--- src/rtl/dmem_responder.sv ---
// dmem_responder: word-addressed data memory with fixed wait states.
// Holds each load/store for LATENCY cycles and stalls the datapath.
//
// Parameters:
//   n        data and address width
//   DEPTH    number of n-bit words (power of two, >= 2)
//   LATENCY  wait-state cycles per access (>= 1)
//
// Ports:
//   clk        rising-edge clock
//   reset      asynchronous active-low reset
//   memread    load request
//   memwrite   store request (wins over memread)
//   addr       byte address (word index = addr[$clog2(DEPTH)+1:2])
//   writedata  store data
//   readdata   registered load data, held until the next load
//   stall      high while an access is outstanding
//   misaligned sticky flag, only with DMEM_ALIGN_CHECK_EN defined
//
// Optional feature macro: DMEM_ALIGN_CHECK_EN

module dmem_responder #(
   parameter int n       = 32,
   parameter int DEPTH   = 64,
   parameter int LATENCY = 2
) (
   input  logic         clk,
   input  logic         reset,
   input  logic         memread,
   input  logic         memwrite,
   input  logic [n-1:0] addr,
   input  logic [n-1:0] writedata,
   output logic [n-1:0] readdata,
`ifdef DMEM_ALIGN_CHECK_EN
   output logic         stall,
   output logic         misaligned
`else
   output logic         stall
`endif
);

   localparam int AW = $clog2(DEPTH);
   localparam int CW = $clog2(LATENCY + 1);

   typedef enum logic [1:0] {
      IDLE = 2'd0,
      WAIT = 2'd1,
      DONE = 2'd2
   } state_t;

   state_t         state_q;
   state_t         state_d;
   logic [CW-1:0]  count_q;
   logic [CW-1:0]  count_d;

   logic [AW-1:0]  lat_idx;
   logic [n-1:0]   lat_data;
   logic           lat_wr;

   logic           capture;
   logic           access;

   logic [n-1:0]   mem [DEPTH];

   // Address bits outside the word index never affect the access.
   logic           unused_addr;
   assign unused_addr = ^{addr[n-1:AW+2], addr[1:0]};

   always_comb begin
      state_d = state_q;
      count_d = count_q;
      stall   = 1'b0;
      capture = 1'b0;
      access  = 1'b0;
      unique case (state_q)
         IDLE: begin
            stall = memread | memwrite;
            if (memread | memwrite) begin
               capture = 1'b1;
               count_d = CW'(LATENCY);
               state_d = WAIT;
            end
         end
         WAIT: begin
            stall   = 1'b1;
            count_d = count_q - CW'(1);
            if (count_q == CW'(1)) begin
               access  = 1'b1;
               state_d = DONE;
            end
         end
         DONE: begin
            // Requests here belong to the retiring instruction.
            state_d = IDLE;
         end
         default: begin
            state_d = IDLE;
         end
      endcase
      // Reset wins over a request seen combinationally in IDLE.
      if (!reset) begin
         stall = 1'b0;
      end
   end

   always_ff @(posedge clk or negedge reset) begin
      if (!reset) begin
         state_q <= IDLE;
         count_q <= '0;
      end else begin
         state_q <= state_d;
         count_q <= count_d;
      end
   end

   always_ff @(posedge clk or negedge reset) begin
      if (!reset) begin
         lat_idx  <= '0;
         lat_data <= '0;
         lat_wr   <= 1'b0;
      end else if (capture) begin
         lat_idx  <= addr[AW+1:2];
         lat_data <= writedata;
         // A simultaneous read+write is a plain store.
         lat_wr   <= memwrite;
      end
   end

   // Storage has no reset; an access cut off by reset never
   // reaches WAIT with count 1, so no write happens.
   always_ff @(posedge clk) begin
      if (access && lat_wr) begin
         mem[lat_idx] <= lat_data;
      end
   end

   always_ff @(posedge clk or negedge reset) begin
      if (!reset) begin
         readdata <= '0;
      end else if (access && !lat_wr) begin
         readdata <= mem[lat_idx];
      end
   end

`ifdef DMEM_ALIGN_CHECK_EN
   always_ff @(posedge clk or negedge reset) begin
      if (!reset) begin
         misaligned <= 1'b0;
      end else if (capture && (addr[1:0] != 2'b00)) begin
         misaligned <= 1'b1;
      end
   end
`endif

endmodule

--- config.mk ---
export PLATFORM = sky130hd
export DESIGN_NAME = dmem_responder
export DESIGN_NICKNAME = d
export VERILOG_FILES = /design/src/rtl/dmem_responder.sv
export SDC_FILE = /design/constraint.sdc
export NUM_CORES = 2
export LEC_CHECK = 0
export ABC_AREA = 1
export CAP_MARGIN = 20
export CORE_MARGIN = 5
export CORE_UTILIZATION = 44
export CTS_BUF_LIST = sky130_fd_sc_hd__clkbuf_2
export DETAILED_ROUTE_END_ITERATION = 10
export PLACE_DENSITY = 0.61
export SLEW_MARGIN = 20
export SYNTH_ARGS = -nofsm -noshare
export SYNTH_HDL_FRONTEND = slang
export SYNTH_SLANG_ARGS = --single-unit
--- constraint.sdc ---
create_clock -name clk -period 4.6 [get_ports clk]
set_input_delay 0.92 -clock clk [delete_from_list [all_inputs] [get_ports clk]]
set_output_delay 0.92 -clock clk [all_outputs]
set_load 0.01 [all_outputs]
==> results.py <==
metrics = {
    "global_route": {
        "grt_pass1_vias": 58000,
        "grt_antenna_before_repair": 7,
        "globalRouteTotalUtil_pct": 22.9,
        "grt-ovfl-total": 0,
        "grt_pass1_wl_um": 362000,
        "grt_max_degree": 187,
    },
    "sta": {
        "slew_headroom_pct": 19.7,
        "finalWorstPathRequiredPeriod_ns": 4.44,
        "clock_skew_ns": 0.169,
        "setup_viol": 0,
        "finalMaxSlewViolations": 0,
        "max_freq_mhz": 225,
        "worst-slew-pin-transition_ns": 1.20,
        "final_hold_viol_count": 0,
        "timing.final.ws_setup_ns": 0.156,
        "final.setup.tns_ns": 0,
        "hold-worst-slack_ns": 0.413,
        "period_share_pct": 96.6,
        "grt_setup_unrepaired": "no",
    },
    "routing": {
        "routed_wire_length_per_instance_um": 20.5,
        "vias_per_cell": 5.00,
        "drc": 0,
        "1st_iter_drt_viols": 6079,
        "wl_um": 246000,
        "route.antenna.remaining_nets": 0,
        "vias": 60000,
        "dr_pass1_iterations": 8,
    },
    "clock_network": {
        "cts.repair.resized": 0,
        "tritoncts_num_sinks": 2123,
        "tritoncts": "built",
        "max_buffers_root_to_sink": 4,
        "clock-root-buffer": "sky130_fd_sc_hd__clkbuf_2",
        "worst_setup_hold_path_clk_slew_ns": 0.09,
        "insertion_delay_ns": 1.80,
        "htreeDepth": 6,
        "cts_made_buffers": 564,
    },
    "pwr": {
        "power-per-cell-area_nw_per_um2": 565,
        "power.total_mw": 56.7,
        "power.static_leakage_nw": 43.4,
        "worst_ir_drop_vdd_uv": 735,
    },
    "synth": {
        "seq_area_frac_synth_pct": 70.7,
        "synth_largest_type_area_fraction_pct": 68.6,
        "postSynthNetCount": 8443,
        "synth_common_cells": "sky130_fd_sc_hd__nand2_1, sky130_fd_sc_hd__edfxtp_1, sky130_fd_sc_hd__inv_1",
        "mappedNetlistArea_um2": 89700,
        "xor_xnor_share_of_the_synthesized_area_pct": 0,
        "synth_fa_ha_area_share_pct": 0.0140,
        "largest_family_of_logic_cells_by_synthesized_area": "simple AND/OR/NAND/NOR gates",
        "synthesis.yosys.warnings": 0,
        "postSynthAreaPerCell_um2": 10.7,
        "synthDistinctLibCells": 23,
        "synth_cells": 8374,
        "synth_async_sr_flop_share_pct": 3.53,
        "post-synth-top-count-cell": "sky130_fd_sc_hd__nand2_1",
        "synth_enable_flop_cells": 2048,
        "post-synth-top-area-cell": "sky130_fd_sc_hd__edfxtp_1",
        "yosys.area_share.simple_pct": 17.4,
        "post_synthesis_sequential_element_count": 2123,
        "postSynth.topFlopCell": "sky130_fd_sc_hd__edfxtp_1",
        "synthTopCellsByArea": "sky130_fd_sc_hd__edfxtp_1, sky130_fd_sc_hd__nand2_1, sky130_fd_sc_hd__inv_1",
        "compound_gate_fraction_of_synth_area_pct": 3.03,
        "muxShareOfSynthArea_pct": 0,
    },
    "worst_hold_path": {
        "min_delay_worst_endpoint": "lat_idx[2]$_DFFE_PN0P_",
        "hp-start": "addr[4]",
        "timing.hold.worst.class": "in2reg",
        "min_delay_path_depth": 4,
    },
    "layout": {
        "layout-area-overhead-vs-synth_pct": 11.9,
        "drive_above_1_share_pct": 14.1,
        "layout.nets": 9035,
        "post-route-util_pct": 49.6,
    },
    "placed_design": {
        "globalplace.congestion": 0.820,
        "place.port_buffers": 74,
        "half_perimeter_wire_length_after_placement_um": 133000,
        "post-place-ws_ns": 1.03,
    },
    "critical_path": {
        "rr_startpoint": "lat_idx[0]$_DFFE_PN0P_",
        "timing.reg2reg.setup_slack_ns": 0.88,
        "worst-setup-path-type": "in2out",
        "r2r.worst_path.cells": 7,
        "critical_path_peak_fanout": 3,
        "crit_required_ns": 3.68,
        "endpoint_kind": "output pin",
        "critPathArrivalTime_ns": 3.52,
        "r2r_end": "mem[5][18]$_DFFE_PP_",
        "crit_path_start_kind": "input pin",
    },
    "outcome": {
        "run_status": "completed",
    },
    "flow_run": {
        "max_cap_viol_count": 0,
    },
    "floorplan": {
        "placementRows": 165,
        "die_area_um2": 213000,
        "die_h_um": 461,
        "placeableCoreArea_um2": 203000,
        "starting_density_pct": 44.3,
        "die_w_um": 461,
        "io_pins": 101,
    },
}
critical path: stages:
cell and delay [ns]:
sky130_fd_sc_hd__dlygate4sd3_1 0.56, sky130_fd_sc_hd__dlygate4sd3_1 0.61, sky130_fd_sc_hd__dlygate4sd3_1 0.57, sky130_fd_sc_hd__buf_4 0.16, sky130_fd_sc_hd__inv_1 0.05, sky130_fd_sc_hd__nor2_1 0.09
sky130_fd_sc_hd__clkdlybuf4s50_1 0.57
through the flow:
stage	instances	instance area (um2)
after floorplan	8374	89700
final	12000	100000
after global routing	12000	100000
after CTS	12000	100000
after detailed placement	11000	94400
after global placement	10900	94400
per-layer routing:
layer | wire length, um | vias up | GRT usage [%]
met2 | 112000 | 2524 | 35.7
met3 | 21800 | 428 | 3.95
met5 | 0 | - | 0
li1 | - | 28400 | -
met4 | 9050 | 0 | 9.52
met1 | 103000 | 28700 | 32.1
placed cells by master, fill, tap and decap left out, types with 73 or more instances in the layout:
cell type,count
sky130_fd_sc_hd__buf_4,175
sky130_fd_sc_hd__clkbuf_2,848
sky130_fd_sc_hd__clkdlybuf4s50_1,73
sky130_fd_sc_hd__dlygate4sd3_1,121
sky130_fd_sc_hd__edfxtp_1,2048
sky130_fd_sc_hd__inv_1,1627
sky130_fd_sc_hd__nand2_1,2360
sky130_fd_sc_hd__nand3_1,774
sky130_fd_sc_hd__nor2_1,430
sky130_fd_sc_hd__o211ai_1,180
sky130_fd_sc_hd__o21ai_0,168
sky130_fd_sc_hd__o21ai_1,99
sky130_fd_sc_hd__or2_2,119
what timing repair did:
| item | 4_1_cts | 5_1_grt |
|---|---|---|
| hold buffers | 122 | 0 |
| hold endpoints to repair | 117 | 0 |
| buffers inserted | 0 | 0 |
cell type report:
class / count / area [um2]
diodes: 14 / 35.0
clock buffers: 848 / 4240
clock inverters: 59 / 415
fillers: 17900 / 102000
inverters: 1633 / 6140
multi-input cells: 4243 / 18900
flip-flops and latches: 2123 / 63400
well taps: 2672 / 3340
repair buffers: 401 / 3900
sequential cells by signal, indices dropped and copies added (netlist names):
register / cells
lat_wr: 1
lat_idx: 6
count_q: 2
readdata: 32
lat_data: 32
mem: 2048
state_q: 2
cells by family after synthesis:
| logic type | Yosys count |
|---|---|
| flops | 2123 |
| buf+inv | 2008 |
| simple gates | 3790 |
| fa+ha+maj | 1 |
| compound gates | 452 |
worst max path at each step:
stage                      startpoint                   end  slack (ns)  depth (start not counted)
3_5_place_dp   lat_idx[0]$_DFFE_PN0P_   mem[5][2]$_DFFE_PP_        1.03                          7
3_3_place_gp   lat_idx[2]$_DFFE_PN0P_  mem[28][9]$_DFFE_PP_        1.05                          6
2_1_floorplan  lat_idx[3]$_DFFE_PN0P_  mem[56][0]$_DFFE_PP_        1.52                          5
4_1_cts        state_q[0]$_DFFE_PN0P_                 stall        0.31                          6
5_1_grt                         reset                 stall        0.07                          7
6_report                        reset                 stall        0.16                          7
power breakdown:
part           switching, mW  internal, mW
Clock                   7.48          5.17
Sequential              1.00          24.2
Combinational           14.1          4.73
Total                   22.6          34.1
Power figures use the tool's default switching activity.
